<file path="src/rtl/pc_unit.sv">
// Program counter / fetch sequencer with redirect, delay slot, exception and ERET handling.
// One-cycle latency from any triggering edge to pc; fetch_valid drops on stall or reset, fetch_ready gates advance.
module pc_unit #(
  parameter int               WIDTH        = 32,
  parameter logic [WIDTH-1:0] RESET_VECTOR = WIDTH'(32'h0040_0000),
  parameter logic [WIDTH-1:0] EXC_VECTOR   = WIDTH'(32'h8000_0180),
  parameter int               INC          = 4,
  parameter bit               DELAY_SLOT   = 1'b1
) (
  input  logic             clock,
  input  logic             reset,
  input  logic             stall,
  input  logic             fetch_ready,
  output logic             fetch_valid,
  output logic [WIDTH-1:0] pc,
  input  logic             redirect_valid,
  input  logic [WIDTH-1:0] redirect_target,
  input  logic             exc_valid,
  input  logic [4:0]       exc_code,
  input  logic [WIDTH-1:0] exc_pc,
  input  logic             eret,
  output logic [WIDTH-1:0] epc,
  output logic [4:0]       cause,
  output logic             exl
);

  localparam logic [4:0] CAUSE_ADEL = 5'd4;

  logic             fire;
  logic             misaligned;
  logic             pending;
  logic [WIDTH-1:0] pending_target;

  assign fetch_valid = !reset && !stall;
  assign fire        = fetch_valid && fetch_ready;
  assign misaligned  = redirect_valid && (redirect_target[1:0] != 2'b00);

  // Strict priority: trap, eret, redirect, pending delay-slot target, sequential.
  always_ff @(posedge clock) begin
    if (reset) begin
      pc             <= RESET_VECTOR;
      epc            <= '0;
      cause          <= '0;
      exl            <= 1'b0;
      pending        <= 1'b0;
      pending_target <= '0;
    end else if (exc_valid || misaligned) begin
      pc      <= EXC_VECTOR;
      pending <= 1'b0;
      // Nested traps revector but keep the outer handler's state.
      if (!exl) begin
        epc   <= exc_valid ? exc_pc : redirect_target;
        cause <= exc_valid ? exc_code : CAUSE_ADEL;
        exl   <= 1'b1;
      end
    end else if (eret && exl) begin
      pc      <= epc;
      exl     <= 1'b0;
      pending <= 1'b0;
    end else if (redirect_valid) begin
      // With a delay slot, the current pc is the slot; jump only once it has been fetched.
      if (!DELAY_SLOT || fire) begin
        pc      <= redirect_target;
        pending <= 1'b0;
      end else begin
        pending        <= 1'b1;
        pending_target <= redirect_target;
      end
    end else if (fire && pending) begin
      pc      <= pending_target;
      pending <= 1'b0;
    end else if (fire) begin
      pc <= pc + WIDTH'(INC);
    end
  end

endmodule

</file>
<file path="config.mk">
export PLATFORM = sky130hd
export DESIGN_NAME = pc_unit
export DESIGN_NICKNAME = d
export VERILOG_FILES = /design/src/rtl/pc_unit.sv
export SDC_FILE = /design/constraint.sdc
export NUM_CORES = 1
export LEC_CHECK = 0
export ABC_AREA = 1
export CAP_MARGIN = 20
export CORE_MARGIN = 3
export CORE_UTILIZATION = 51
export CTS_CLUSTER_SIZE = 12
export DETAILED_ROUTE_END_ITERATION = 8
export HOLD_SLACK_MARGIN = 0.1
export PLACE_DENSITY_LB_ADDON = 0.3
export SLEW_MARGIN = 20
export SYNTH_ARGS = -nofsm -noshare
export SYNTH_HDL_FRONTEND = slang
export SYNTH_SLANG_ARGS = --single-unit
</file>
<file path="constraint.sdc">
create_clock -name clock -period 2.5 [get_ports clock]
set_clock_uncertainty 0.2 [all_clocks]
set_input_delay 0.5 -clock clock [delete_from_list [all_inputs] [get_ports clock]]
set_output_delay 0.5 -clock clock [all_outputs]
set_load 0.005 [all_outputs]
</file>
==> run summary, run 1 <==
• completed — run status
• 0 — number of instances resized during post-cts repair
• 913 — synthesized instance count
• 2 — deepest clock path buffer count
• dfxtp_1 — ys flop type
• 0 — final antenna diode count
• 0.00747 mm^2 — placement-stage cell area
• 0.00778 mm^2 — Final Instance Area
• 0.289 — global-route total usage across every layer
• 0 — Post-CTS Repair Setup Buffers
• nand2_1 (286), dfxtp_1 (103), inv_1 (99) — ranking of synthesized cells by instance count
• 0.532 — starting density of the core
• 2 — maximum fanout along the worst path
• 0.0772 — layout cells sized above 1
• 0.264 — Switching Share
• 675 — starting DRC count in detailed routing
• built — CTS tree
• 0.250 ns — Hold Worst Slack
• 146 — Port Buf Inserts
• 36 — distinct cell type count of the synthesized netlist
• 13.8 mm — DPL Wire Length
• 1.80 ns — required arrival time at the worst endpoint
• 0.52 ns — largest stage delay on the critical path
• 0 — number of hold-repair buffers added at the cts stage
• 0.0129 mm^2 — total die area
• no — unrepaired setup endpoints after global routing
• 51 — maximum number of pins on one net before global-route repair
• 0.449 ns — actual transition at the worst max-transition pin
• register to register — Hold/Removal Path Class
• 0 ns — final total negative setup slack
• 0 — hold violation count in the final report
• 0 — endpoints failing setup
• 0.954 — Routability Congestion
• 0.00106 W — net switching component of the power
• 0.00313 mm^2 — multi-input gate area in the final layout
• 15.7 um — detail-routed net length per standard cell
• 0 — synthesis warning total
• 2.38 ns — post-route minimum period
• 103 — number of storage elements in the synthesis netlist
• 0.702 — Util after Layout
• nand2_1 — most used standard cell by instance count after synthesis
• 103 — number of sinks handled by clock tree synthesis
• 0.350 — sequential cell area fraction in the yosys report
• 0.350 — share of the synthesized area in the top cell type
• 2 — Buf+Inv Stages, Crit Path
• 966 — number of fill cells in the layout
• 0 — antenna violations before repair
• 0.364 — part of the total power dissipated in the clock network
• 6,440 — vias after detailed routing
• 18.7 mm — wire length reported by the detailed router
• 0 — # Max-Cap Violations
• 0.00296 W — internal portion of total power
• 0.0111 mm^2 — area of the placeable core
• clkdlybuf4s50_1 — most frequent cell on the critical path
• 0.114 ns — placement-stage worst setup slack
• 0.000428 V — Worst IR Drop VDD
• 5,925 — vias in the first global route
• 0.07 ns — clock-pin slew on the worst setup and hold paths
• 0.697 — relative slew slack
• 0 — DRC Markers
• 0.456 — sequential cell fraction of total power
• 3.16 nW — Leakage
• 147 — top-level I/O count
• 0 — count of flip-flops with a built-in enable after synthesis
• 38 — count of standard-cell rows
• 990 — number of nets in the synthesized netlist
• clkdlybuf4s50_1 > nor2_8 > clkdlybuf4s50_1 — cell chain of the critical path
• 0.34 ns — latest clock arrival within the worst-skew pair
• 0.120 ns — post-layout worst setup margin
• 32.0% — layout-stage area growth over the synthesis result
• buffers and inverters — Largest delay share family, worst path
• 0 — final max-slew violation count
• 0 — grt total ovfl
• clkdlybuf4s50_1 — slowest cell on the critical path
• 0 — antenna-violating nets left
• 420 MHz — maximum clock rate
• output pin — crit path capture type
• dfxtp_1 — library cell with the largest summed area after synthesis
• 0.00590 mm^2 — combined area of all synthesized cells
• 3 — H-tree lvl count
• 5 — drt pass-1 iters
• 0.180 — part of the total power dissipated in combinational logic
• 0 — ys async rst share
• 114 um — horizontal extent of the die
• input port to output pin — critical path class
• dfxtp_1 (35%), nand2_1 (18%), a21oi_1 (6.4%), inv_1 (6.3%), o21ai_0 (4.7%) — biggest area contributors in the synthesized netlist
• 30.1 mm — global-route wire length before repair
• 6.46 um^2 — average instance area after synthesis
• 9 — number of clock buffers inserted by TritonCTS
• input port — startpoint kind of the worst setup timing path
• clkbuf_16 — root buffer cell
• 114 um — DIE HEIGHT
• 0.00206 mm^2 — sequential standard cell area
• 5.42 — via density per instance
• 517 mW/mm^2 — Power per Cell Area
• 0.952 — ratio of final minimum period to clock period
• 1.68 ns — Crit path arrival time
• 1,121 — nets
[power groups by stage]
stage	sequential, W	combinational, W	clock [W]
finish	0.00183	0.000724	0.00146
global placement	0.00186	0.000705	0
detailed placement	0.00186	0.000715	0
floorplan	0.00184	0.000356	0
CTS	0.00183	0.000721	0.00146
global route	0.00184	0.000798	0.00154
[layout by cell type (no fill, tap or decap), types with 4 or more instances in the layout]
master | synthesis | routed
buf_4 | 4 | 21
o211ai_1 | 6 | 6
clkinv_2 | 2 | 4
a22oi_1 | 5 | 5
a211oi_2 | 4 | 4
o21ai_0 | 55 | 55
a21oi_1 | 75 | 75
nor2_1 | 72 | 72
dfxtp_1 | 103 | 103
inv_2 | 6 | 6
nand3_1 | 31 | 31
nor2_2 | 8 | 8
a22o_1 | 7 | 7
clkdlybuf4s50_1 | 0 | 146
a31oi_1 | 33 | 33
nand2_2 | 6 | 6
o21ai_1 | 33 | 33
clkbuf_16 | 0 | 9
nand2_1 | 286 | 286
buf_12 | 0 | 4
inv_1 | 99 | 99
xor2_1 | 7 | 7
nor2_4 | 6 | 6
[stage by stage]
step                      power, W  cells
after detailed placement   0.00258   1173
after global placement     0.00257   1173
after global routing       0.00418   1189
after CTS                  0.00401   1189
after floorplan            0.00219    913
final                      0.00402   1189
[metal layers]
layer | track usage | up-vias | part of all wire
met5 | 0 | - | 0
met4 | 0.0641 | 0 | 0.0082
met3 | 0.0594 | 13 | 0.12
met2 | 0.437 | 315 | 0.44
met1 | 0.425 | 2901 | 0.44
li1 | - | 3211 | -
[worst min-delay path, delay by kind of cell, from the launching register on]
family | cells | cell delay, ns
and+or+nand+nor | 2 | 0.10
DFF | 1 | 0.31
[worst paths after layout]
kind	start	slack (ns)	end	cells after the start
max	stall	0.12	fetch_valid	3
min	pending_target[1]$_SDFFE_PP0P_	0.25	pending_target[1]$_SDFFE_PP0P_	2
max reg2reg	pc[2]$_SDFFE_PP0P_	0.43	pc[12]$_SDFFE_PP0P_	10
min reg2reg	pending_target[1]$_SDFFE_PP0P_	0.25	pending_target[1]$_SDFFE_PP0P_	2
[state kept, by name, indices dropped and copies added, names as in the netlist, named ones only]
name and flops:
cause 5, exl 1, pending 1, pc 30, epc 32, pending_target 32
[cell type report]
class	count	area share
multi-input combinational	652	0.402
timing repair buffer	171	0.218
tap	140	0.0225
inverter	107	0.0519
sequential	103	0.265
clock buffer	13	0.0347
clock inverter	3	0.00515
[kinds of logic after synthesis]
logic type,after synthesis,synth area share
xor gates and xnor gates,8,0.0119
DFF,103,0.350
buffers and inverters,158,0.119
and+or+nand+nor,420,0.302
AOI/OAI and AO/OA,223,0.215
adders and majority gates,1,0.00212
Note: power is estimated with default switching activity, not from simulation.
==> run 2, diff against run 1 <==
--- a/config.mk
+++ b/config.mk
@@ -7,7 +7,6 @@
 export LEC_CHECK = 0
 export ABC_AREA = 1
 export CAP_MARGIN = 20
-export CORE_MARGIN = 3
 export CORE_UTILIZATION = 51
 export CTS_CLUSTER_SIZE = 12
 export DETAILED_ROUTE_END_ITERATION = 8
==> run 2 against run 1 <==
Against the previous run: combinational power rose by 1%; sequential power barely moved; first-iteration DRC count is 0.59% lower; cell count barely moved; clock power down 8%; utilization is 0.30 points higher; fmax up 0.35%; hold slack improved by 0.0011 ns; wire length about the same; die area is 6.9% lower; critical path depth unchanged; clock-buffer cell count did not move.
==> run summary, run 2 (synthesis gave the netlist of run 1 again) <==
• 29.9 mm — global-route wire length before repair, -0.51%
• 0 — hold violation count in the final report, unchanged
• 0 — final max-slew violation count, unchanged
• 6,012 — vias in the first global route, +1.5%
• 0 — antenna-violating nets left, unchanged
• no — unrepaired setup endpoints after global routing
• 0 — # Max-Cap Violations, unchanged
• 2 — maximum fanout along the worst path, unchanged
• 1,122 — nets, +0.089%
• completed — run status
• output pin — crit path capture type
• 0.000364 V — Worst IR Drop VDD, -15%
• clkdlybuf4s50_1 — slowest cell on the critical path
• 0.51 ns — largest stage delay on the critical path, about the same
• 0.0110 mm^2 — area of the placeable core, -0.43%
• 1,174 — number of placed instances, taps included, +0.085%
• 0.933 — Routability Congestion, -2.2%
• 0 — antenna violations before repair, unchanged
• 9 — number of clock buffers inserted by TritonCTS, unchanged
• nand2_1 (286), clkdlybuf4s50_1 (146), dfxtp_1 (103) — top library cells by usage in the layout, fill and taps aside
• nand2_1 — most common cell after layout, fill and taps aside
• 0.325 — global-route total usage across every layer, +0.0361
• 15.7 um — detail-routed net length per standard cell, -0.12%
• 110 um — DIE HEIGHT, -3.5%
• 5 — drt pass-1 iters, unchanged
• 671 — starting DRC count in detailed routing, -0.59%
• 0 — final antenna diode count, unchanged
• 13.8 mm — DPL Wire Length, about the same
• 502 mW/mm^2 — Power per Cell Area, -2.8%
• 18.7 mm — wire length reported by the detailed router, about the same
• clkdlybuf4s50_1 — most frequent cell on the critical path
• 0.0120 mm^2 — total die area, -6.9%
• clkdlybuf4s50_1 > nor2_8 > clkdlybuf4s50_1 — cell chain of the critical path
• 12 — path depth of the worst reg2reg path, +2
• 147 — top-level I/O count, unchanged
• 0 ns — final total negative setup slack, unchanged
• 0.949 — ratio of final minimum period to clock period, -0.00334
• pc[22]$_SDFFE_PP1P_ — FF-to-FF End
• 3 — H-tree lvl count, unchanged
• 2 — deepest clock path buffer count, unchanged
• 50 — maximum number of pins on one net before global-route repair, -2.0%
• 3 — depth of the critical timing path with buffers and inverters included, unchanged
• 0.48 ns — register-to-register path setup slack, +0.05 ns
• 146 — Port Buf Inserts, unchanged
• input port — startpoint kind of the worst setup timing path
• 0 — grt total ovfl, unchanged
• 3.16 nW — Leakage, -0.21%
• 6,541 — vias after detailed routing, +1.6%
• fetch_valid — worst setup path endpoint
• register to register — Hold/Removal Path Class
• 0 — DRC Markers, unchanged
• 32.0% — layout-stage area growth over the synthesis result, unchanged
• 0.07 ns — clock-pin slew on the worst setup and hold paths, about the same
• 103 — number of sinks handled by clock tree synthesis, unchanged
• 0.34 ns — latest clock arrival within the worst-skew pair, about the same
• buffers and inverters — Largest delay share family, worst path
• 0 — number of instances resized during post-cts repair, unchanged
• stall — launching element of the worst setup path
• built — CTS tree
• input port to output pin — critical path class
• 1.80 ns — required arrival time at the worst endpoint, about the same
• 5.50 — via density per instance, +1.5%
• 0.407 ns — actual transition at the worst max-transition pin, -0.0427 ns
• 38 — count of standard-cell rows, unchanged
• 2 — Buf+Inv Stages, Crit Path, unchanged
• 0 — endpoints failing setup, unchanged
• 0 — number of hold-repair buffers added at the cts stage, unchanged
• 110 um — horizontal extent of the die, -3.5%
• clkbuf_16 — root buffer cell
• 0.726 — relative slew slack, +0.0288
• 422 MHz — maximum clock rate, +0.35%
• 1,190 — post-route insts no fill, +0.084%
• pc[2]$_SDFFE_PP0P_ — r2r startpoint
• 0.534 — starting density of the core, +0.00229
• 0 — Post-CTS Repair Setup Buffers, unchanged
• 0.0771 — layout cells sized above 1, about the same
• 2.37 ns — post-route minimum period, -0.00835 ns
• 1.67 ns — Crit path arrival time, about the same
• epc: 32 flops, pending_target: 32 flops, pc: 30 flops — Top Registers
## run 2: changes by cell type in the layout (fill, tap and decap cells not counted)
cell and delta:
buf_12 +2, buf_4 -1, bufinv_16 -1, clkbuf_1 +1, clkbuf_8 -1, clkinvlp_4 +1
## run 2: worst min-delay path, stage by stage (launching register included)
cell	delay (ns)
dfxtp_1	0.31
nand2_1	0.06
nor2_1	0.04
## run 2: report_power, final
group          switching (W)  leakage [nW]  total [W]  internal (W)
logic               0.000362          2.18   0.000733      0.000371
registers          0.0000959         0.844    0.00183       0.00174
clock network       0.000611         0.136    0.00134      0.000728
## run 2: worst min-delay path by stage
stage                                         startpoint                              to  slack, ns  cells past startpoint
after floorplan           pending_target[9]$_SDFFE_PP0P_  pending_target[9]$_SDFFE_PP0P_       0.22                      2
after global placement    pending_target[9]$_SDFFE_PP0P_  pending_target[9]$_SDFFE_PP0P_       0.23                      2
after detailed placement  pending_target[0]$_SDFFE_PP0P_  pending_target[0]$_SDFFE_PP0P_       0.24                      2
after CTS                 pending_target[1]$_SDFFE_PP0P_  pending_target[1]$_SDFFE_PP0P_       0.25                      2
after global routing      pending_target[1]$_SDFFE_PP0P_  pending_target[1]$_SDFFE_PP0P_       0.27                      2
final                     pending_target[1]$_SDFFE_PP0P_  pending_target[1]$_SDFFE_PP0P_       0.25                      2
## run 2: routing by layer
| metal | global-route usage | vias up | routed length [um] |
|---|---|---|---|
| met2 | 0.495 | 320 | 8160 |
| met5 | 0 | - | 0 |
| met4 | 0.0857 | 0 | 227 |
| met3 | 0.0569 | 23 | 1790 |
| met1 | 0.472 | 2985 | 8500 |
| li1 | - | 3213 | - |
## run 2: layout make-up
cell class	instances	area, um^2
Fill cell	930	3250
Multi-Input combinational cell	652	3130
Sequential cell	103	2060
Timing Repair Buffer	172	1730
Inverter	107	404
Clock buffer	13	260
Tap cell	140	175
Clock inverter	3	17.5
## run 2: stage by stage
step           utilization  area (um^2)  power, W  hold slack (ns)  setup WS, ns
2_1_floorplan            -         5900   0.00219            0.225         0.707
3_3_place_gp         0.680         7500   0.00257            0.235         0.127
3_5_place_dp         0.680         7500   0.00258            0.236        0.0784
4_1_cts              0.705         7780   0.00389            0.249         0.122
5_1_grt              0.705         7780   0.00405            0.274        0.0873
6_report             0.705         7780   0.00391            0.251         0.128
